===== src/rtl/cnn_pkg.sv =====
// Shared definitions for the cellular-NN iteration controller.
// Holds cell width, cell count, FSM encodings and diff helpers.
package cnn_pkg;

    localparam int CNN_WIDTH = 16;
    localparam int N_CELLS   = 16;

    localparam logic [2:0] ST_IDLE  = 3'd0;
    localparam logic [2:0] ST_LOAD  = 3'd1;
    localparam logic [2:0] ST_RUN   = 3'd2;
    localparam logic [2:0] ST_CHECK = 3'd3;
    localparam logic [2:0] ST_DONE  = 3'd4;

    // |a-b| of two signed cells, one bit wider so it cannot overflow.
    function automatic logic [CNN_WIDTH:0] abs_diff(
        input logic [CNN_WIDTH-1:0] a,
        input logic [CNN_WIDTH-1:0] b
    );
        logic signed [CNN_WIDTH:0] d;
        d = $signed({a[CNN_WIDTH-1], a}) - $signed({b[CNN_WIDTH-1], b});
        return d[CNN_WIDTH] ? $unsigned(-d) : $unsigned(d);
    endfunction

    function automatic logic [CNN_WIDTH:0] max2(
        input logic [CNN_WIDTH:0] a,
        input logic [CNN_WIDTH:0] b
    );
        return (a > b) ? a : b;
    endfunction

endpackage


===== src/rtl/cnn_maxdiff.sv =====
// Combinational max over 16 cells of |a[k]-b[k]|.
// Ports: a, b = packed cell vectors (cell 0 in LSBs); maxd = WIDTH+1 bit result.
module cnn_maxdiff
    import cnn_pkg::*;
(
    input  logic [N_CELLS*CNN_WIDTH-1:0] a,
    input  logic [N_CELLS*CNN_WIDTH-1:0] b,
    output logic [CNN_WIDTH:0]           maxd
);

    logic [CNN_WIDTH:0] l0 [16];
    logic [CNN_WIDTH:0] l1 [8];
    logic [CNN_WIDTH:0] l2 [4];
    logic [CNN_WIDTH:0] l3 [2];

    for (genvar k = 0; k < 16; k++) begin : g_abs
        assign l0[k] = abs_diff(a[k*CNN_WIDTH +: CNN_WIDTH],
                                b[k*CNN_WIDTH +: CNN_WIDTH]);
    end

    for (genvar k = 0; k < 8; k++) begin : g_l1
        assign l1[k] = max2(l0[2*k], l0[2*k+1]);
    end

    for (genvar k = 0; k < 4; k++) begin : g_l2
        assign l2[k] = max2(l1[2*k], l1[2*k+1]);
    end

    for (genvar k = 0; k < 2; k++) begin : g_l3
        assign l3[k] = max2(l2[2*k], l2[2*k+1]);
    end

    assign maxd = max2(l3[0], l3[1]);

endmodule


===== src/rtl/cnn_iter_ctrl.sv =====
// Sequencer for the 4x4 CNN array: load, sweep, snapshot, converge check.
// Ports: clk/rst, start/num_iter/tol (run request), y_in (array outputs),
// ld_en/arr_sync/arr_en (array controls), y_out/iter_count/busy/done/converged.
module cnn_iter_ctrl
    import cnn_pkg::*;
#(
    parameter int WIDTH     = CNN_WIDTH,
    parameter int ITER_W    = 8,
    parameter int SWEEP_LEN = 16
) (
    input  logic                  clk,
    input  logic                  rst,
    input  logic                  start,
    input  logic [ITER_W-1:0]     num_iter,
    input  logic [WIDTH-1:0]      tol,
    input  logic [16*WIDTH-1:0]   y_in,
    output logic                  ld_en,
    output logic                  arr_sync,
    output logic                  arr_en,
    output logic [16*WIDTH-1:0]   y_out,
    output logic [ITER_W-1:0]     iter_count,
    output logic                  busy,
    output logic                  done,
    output logic                  converged
);

    localparam logic [15:0] LAST = 16'(SWEEP_LEN - 1);

    logic [2:0]            state_q, state_d;
    logic [15:0]           sweep_cnt_q, sweep_cnt_d;
    logic [ITER_W-1:0]     iter_count_q, iter_count_d;
    logic [ITER_W-1:0]     num_iter_q, num_iter_d;
    logic [WIDTH-1:0]      tol_q, tol_d;
    logic [16*WIDTH-1:0]   y_out_q, y_out_d;
    logic                  converged_q, converged_d;
    logic [WIDTH:0]        maxd;
    logic [ITER_W-1:0]     iter_next;

    cnn_maxdiff u_maxdiff (
        .a    (y_in),
        .b    (y_out_q),
        .maxd (maxd)
    );

    assign iter_next = iter_count_q + ITER_W'(1);

    always_comb begin
        state_d      = state_q;
        sweep_cnt_d  = sweep_cnt_q;
        iter_count_d = iter_count_q;
        num_iter_d   = num_iter_q;
        tol_d        = tol_q;
        y_out_d      = y_out_q;
        converged_d  = converged_q;
        unique case (state_q)
            ST_IDLE: begin
                if (start) begin
                    iter_count_d = '0;
                    converged_d  = 1'b0;
                    if (num_iter != '0) begin
                        num_iter_d = num_iter;
                        tol_d      = tol;
                        state_d    = ST_LOAD;
                    end else begin
                        state_d = ST_DONE;
                    end
                end
            end
            ST_LOAD: begin
                sweep_cnt_d = '0;
                state_d     = ST_RUN;
            end
            ST_RUN: begin
                if (sweep_cnt_q == LAST) begin
                    sweep_cnt_d = '0;
                    state_d     = ST_CHECK;
                end else begin
                    sweep_cnt_d = sweep_cnt_q + 16'd1;
                end
            end
            ST_CHECK: begin
                y_out_d      = y_in;
                iter_count_d = iter_next;
                // The first sweep has no meaningful previous snapshot.
                if (iter_count_q != '0 && maxd <= {1'b0, tol_q}) begin
                    converged_d = 1'b1;
                    state_d     = ST_DONE;
                end else if (iter_next == num_iter_q) begin
                    state_d = ST_DONE;
                end else begin
                    state_d = ST_RUN;
                end
            end
            ST_DONE: state_d = ST_IDLE;
            default: state_d = ST_IDLE;
        endcase
    end

    always_ff @(posedge clk or posedge rst) begin
        if (rst) begin
            state_q      <= ST_IDLE;
            sweep_cnt_q  <= '0;
            iter_count_q <= '0;
            num_iter_q   <= '0;
            tol_q        <= '0;
            y_out_q      <= '0;
            converged_q  <= 1'b0;
        end else begin
            state_q      <= state_d;
            sweep_cnt_q  <= sweep_cnt_d;
            iter_count_q <= iter_count_d;
            num_iter_q   <= num_iter_d;
            tol_q        <= tol_d;
            y_out_q      <= y_out_d;
            converged_q  <= converged_d;
        end
    end

    // Strobes decode straight from the state flop so reset kills them at once.
    assign ld_en      = (state_q == ST_LOAD);
    assign arr_sync   = (state_q == ST_LOAD);
    assign arr_en     = (state_q == ST_RUN);
    assign busy       = (state_q == ST_LOAD) || (state_q == ST_RUN)
                     || (state_q == ST_CHECK);
    assign done       = (state_q == ST_DONE);
    assign y_out      = y_out_q;
    assign iter_count = iter_count_q;
    assign converged  = converged_q;

endmodule


===== config.mk =====
export PLATFORM = sky130hd
export DESIGN_NAME = cnn_iter_ctrl
export DESIGN_NICKNAME = d
export VERILOG_FILES = /design/src/rtl/cnn_pkg.sv /design/src/rtl/cnn_maxdiff.sv /design/src/rtl/cnn_iter_ctrl.sv
export SDC_FILE = /design/constraint.sdc
export NUM_CORES = 2
export LEC_CHECK = 0
export BUFFER_PORTS_ARGS = -buffer_cell sky130_fd_sc_hd__buf_2
export CORE_MARGIN = 2
export CORE_UTILIZATION = 55
export CTS_CLUSTER_DIAMETER = 100
export DETAILED_ROUTE_END_ITERATION = 6
export PLACE_DENSITY = 0.79
export SYNTH_ARGS = -nofsm -noshare
export SYNTH_HDL_FRONTEND = slang
export SYNTH_SLANG_ARGS = --single-unit

===== constraint.sdc =====
create_clock -name clk -period 14.2 [get_ports clk]
set_input_delay 2.13 -clock clk [delete_from_list [all_inputs] [get_ports clk]]
set_output_delay 2.13 -clock clk [all_outputs]
set_load 0.005 [all_outputs]

==> results by group <==
Detailed routing
  – Remaining DRCs: 0
  – 1st-pass router iterations: 6
  – Iter 0 DRT Violations: between 3k and 4k
  – Routed via count: between 40k and 50k
  – Routed WL: between 100000 and 150000 µm
  – Drt wl/cell: ~18 µm
  – Vias/cell: 6.03
  – Post-route ant nets: 0

Yosys
  – Netlist cell types: 126
  – Synth Cell Area: 0.0439 mm²
  – Avg Cell Area, Syn: between 7 and 8 µm²
  – Cell count after synthesis: roughly 5.8k
  – Top_reg_cell synth: dfrtp_1
  – Area leader, netlist: dfrtp_1
  – Syn. warnings: 0
  – Post-synth EDFFs: 0
  – Sequential fraction of the synthesis area: between 15 and 20%
  – Asr flop ratio synth: between 90% and 100%
  – Net Count, Synth: roughly 6.6k
  – Number of synthesized register bits: around 300
  – Post-synth top area share: ~18%
  – Synth top area cells: dfrtp_1, ha_1, o21ai_0

Finish
  – Fin nets: approximately 7.5k
  – Synthesis-to-finish area growth: 20.5%
  – Final Core Density: roughly 67%
  – # fillers: roughly 6.8k
  – Layout cells sized above 1: around 21%
  – Register Area: roughly 0.0077 mm²
  – Non-filler instance count after layout: 7710
  – Most frequent cells in the layout: nand2_1, buf_2, ha_1
  – Commonest non-fill, non-tap cell in the layout: nand2_1
  – Fin area: ~0.053 mm²
  – Area occupied by multi-input gates: 0.0344 mm²

Clock tree
  – H-tree levels: 2
  – CTS Buf Count: 40
  – CTS Hold Bufs: 0
  – Sink Count: 308
  – Clk root buf: clkbuf_16
  – CTS tree: yes
  – Clk_lat worst skew: around 600 ps
  – Longest Clk Path Bufs: 3
  – CTS clk-pin slew, worst paths: about 60 ps

Worst setup path
  – CP Max Fanout: 13
  – RR Endpoint: state_q[1]
  – Worst Path Arrival: 14190 ps
  – Critical Path Source Type: primary input
  – Endpoint class of the critical path: flip-flop
  – Crit path buffers/inverters: 7
  – CP max stage cell: or4_1
  – WS Path Type: primary input to flip-flop
  – Slowest Stage Delay on Critical Path: roughly 520 ps
  – Critical Path Start: y_in[225]
  – R2r worst-path depth: 57
  – Most frequent cell on the critical path: ha_1
  – Reg-to-reg startpoint: y_out[225]
  – R2r setup slk: between 1500 and 2000 ps
  – Required @ worst endpoint: 14620 ps
  – Largest delay share family, worst path: compound AO/OA/AOI/OAI gates

Die
  – Initial core utilization: 55.6%
  – Die width: roughly 290 µm
  – # IOs: 553
  – DIE HEIGHT: 287 µm
  – Rows: slightly above 100
  – Die area: between 0.08 and 0.09 mm²
  – Core Area: around 0.08 mm²

Place
  – Post-detail-place hpwl: 114000 µm
  – Placed cell areas: ~0.050 mm²
  – Final estimated routing congestion in global placement: slightly above 1
  – Placed cells: between 7k and 8k
  – Dpl ws: -620 ps
  – Buffers on Ports: 552

Timing
  – Fin. max-slew vios: 0
  – Worst-Margin Slew: 1180 ps
  – Fin Clk Skew: 27.1 ps
  – Rel. slew slack: between 20% and 30%
  – Final setup margin: 431 ps
  – Setup violations, final: 0
  – Final Critical Period: 13770 ps
  – Tcrit/Tclk final: ~97%
  – Fmax: about 0.073 GHz
  – Final hold vios: 0

Run
  – Max_cap viols: 0

GRT
  – Global-route wire length before repair: roughly 220000 µm
  – Grt total ovfl: 0
  – Largest net degree at the start of global routing: around 110
  – GRT Total Usage: 32.4%
  – Antenna violations before repair: 8
  – Vias in the first global route: 43.5k

Worst hold path
  – Hold Startpoint: sweep_cnt_q[15]
  – WHS Path Cells: 1
  – Hold crit path type: flip-flop to flip-flop
  – Worst hold endpoint: sweep_cnt_q[15]

Outcome
  – Outcome: completed
-- per-layer routing --
metal / global-route usage [%] / part of all wire (%) / vias up
met5: 0 / 0.024 / -
met4: 9.58 / 2.9 / 6
met3: 3.75 / 5.9 / 240
met2: 54.1 / 47 / 1451
met1: 43.7 / 44 / 22000
li1: - / - / 22800
-- worst max-delay path by stage --
stage / to / cells past startpoint / slack (ps)
3_5_place_dp: state_q[2] / 60 / -620
4_1_cts: state_q[2] / 59 / 70
6_report: state_q[1] / 57 / 430
3_3_place_gp: state_q[2] / 63 / -350
2_1_floorplan: state_q[2] / 65 / 5
5_1_grt: state_q[2] / 63 / -190
-- synthesized netlist by cell type (all sizes together) (34+ instances only) --
cell type	instances
a21oi	347
mux2i	116
nand3	122
xnor2	199
nand4	82
a31oi	65
a21o	157
nand2	609
o21ai	551
and3	73
clkbuf	158
inv	516
or2	43
or3	40
nor3	111
xor2	157
a211oi	74
nor2b	69
o211ai	91
o21a	81
dfrtp	308
and2	72
ha	546
mux2	42
nor4	49
o31ai	45
nor2	380
o2111ai	34
buf	61
nand2b	73
-- cell families (layout without fill, tap and decap cells) --
| group | count (synthesis) | in the layout | share of synthesized area (%) |
|---|---|---|---|
| XOR/XNOR | 356 | 356 | 7.13 |
| flip-flops | 308 | 308 | 17.6 |
| AND/OR/NAND/NOR | 1858 | 1858 | 21.0 |
| multiplexers | 158 | 158 | 3.72 |
| other | 0 | 5 | 0 |
| AO/OA/AOI/OAI | 1823 | 1824 | 27.6 |
| adder cells (fa/ha/maj) | 562 | 562 | 16.3 |
| buffers and inverters | 737 | 1589 | 6.63 |
-- stage by stage --
stage	TNS [ps]	hold slack, ps
2_1_floorplan	0	450
3_3_place_gp	-925	477
3_5_place_dp	-1710	487
4_1_cts	0	496
5_1_grt	-456	522
6_report	0	489
-- timing repair --
action                     4_1_cts  5_1_grt
buffers inserted                 0       33
setup endpoints to repair        2        3
resized for setup                3      221
gates cloned                     0        1
pin swaps                        0       46
-- flip-flops by register name, indices dropped and copies added (netlist names) --
signal / count
tol_q: 16
y_out: 256
converged: 1
state_q: 3
sweep_cnt_q: 16
num_iter_q: 8
iter_count: 8
-- layout make-up --
cell class	instances	area share, %
diodes	5	0.0236
clock buffers	53	2.10
clock inverters	19	0.426
inverters	517	3.68
multi-input cells	4758	65.0
flip-flops and latches	308	14.6
well taps	1050	2.48
repair buffers	1000	11.8
Power is left out: the tool's default activity adds up to more than one toggle a clock period on the data nets, which glitch-free logic cannot reach.
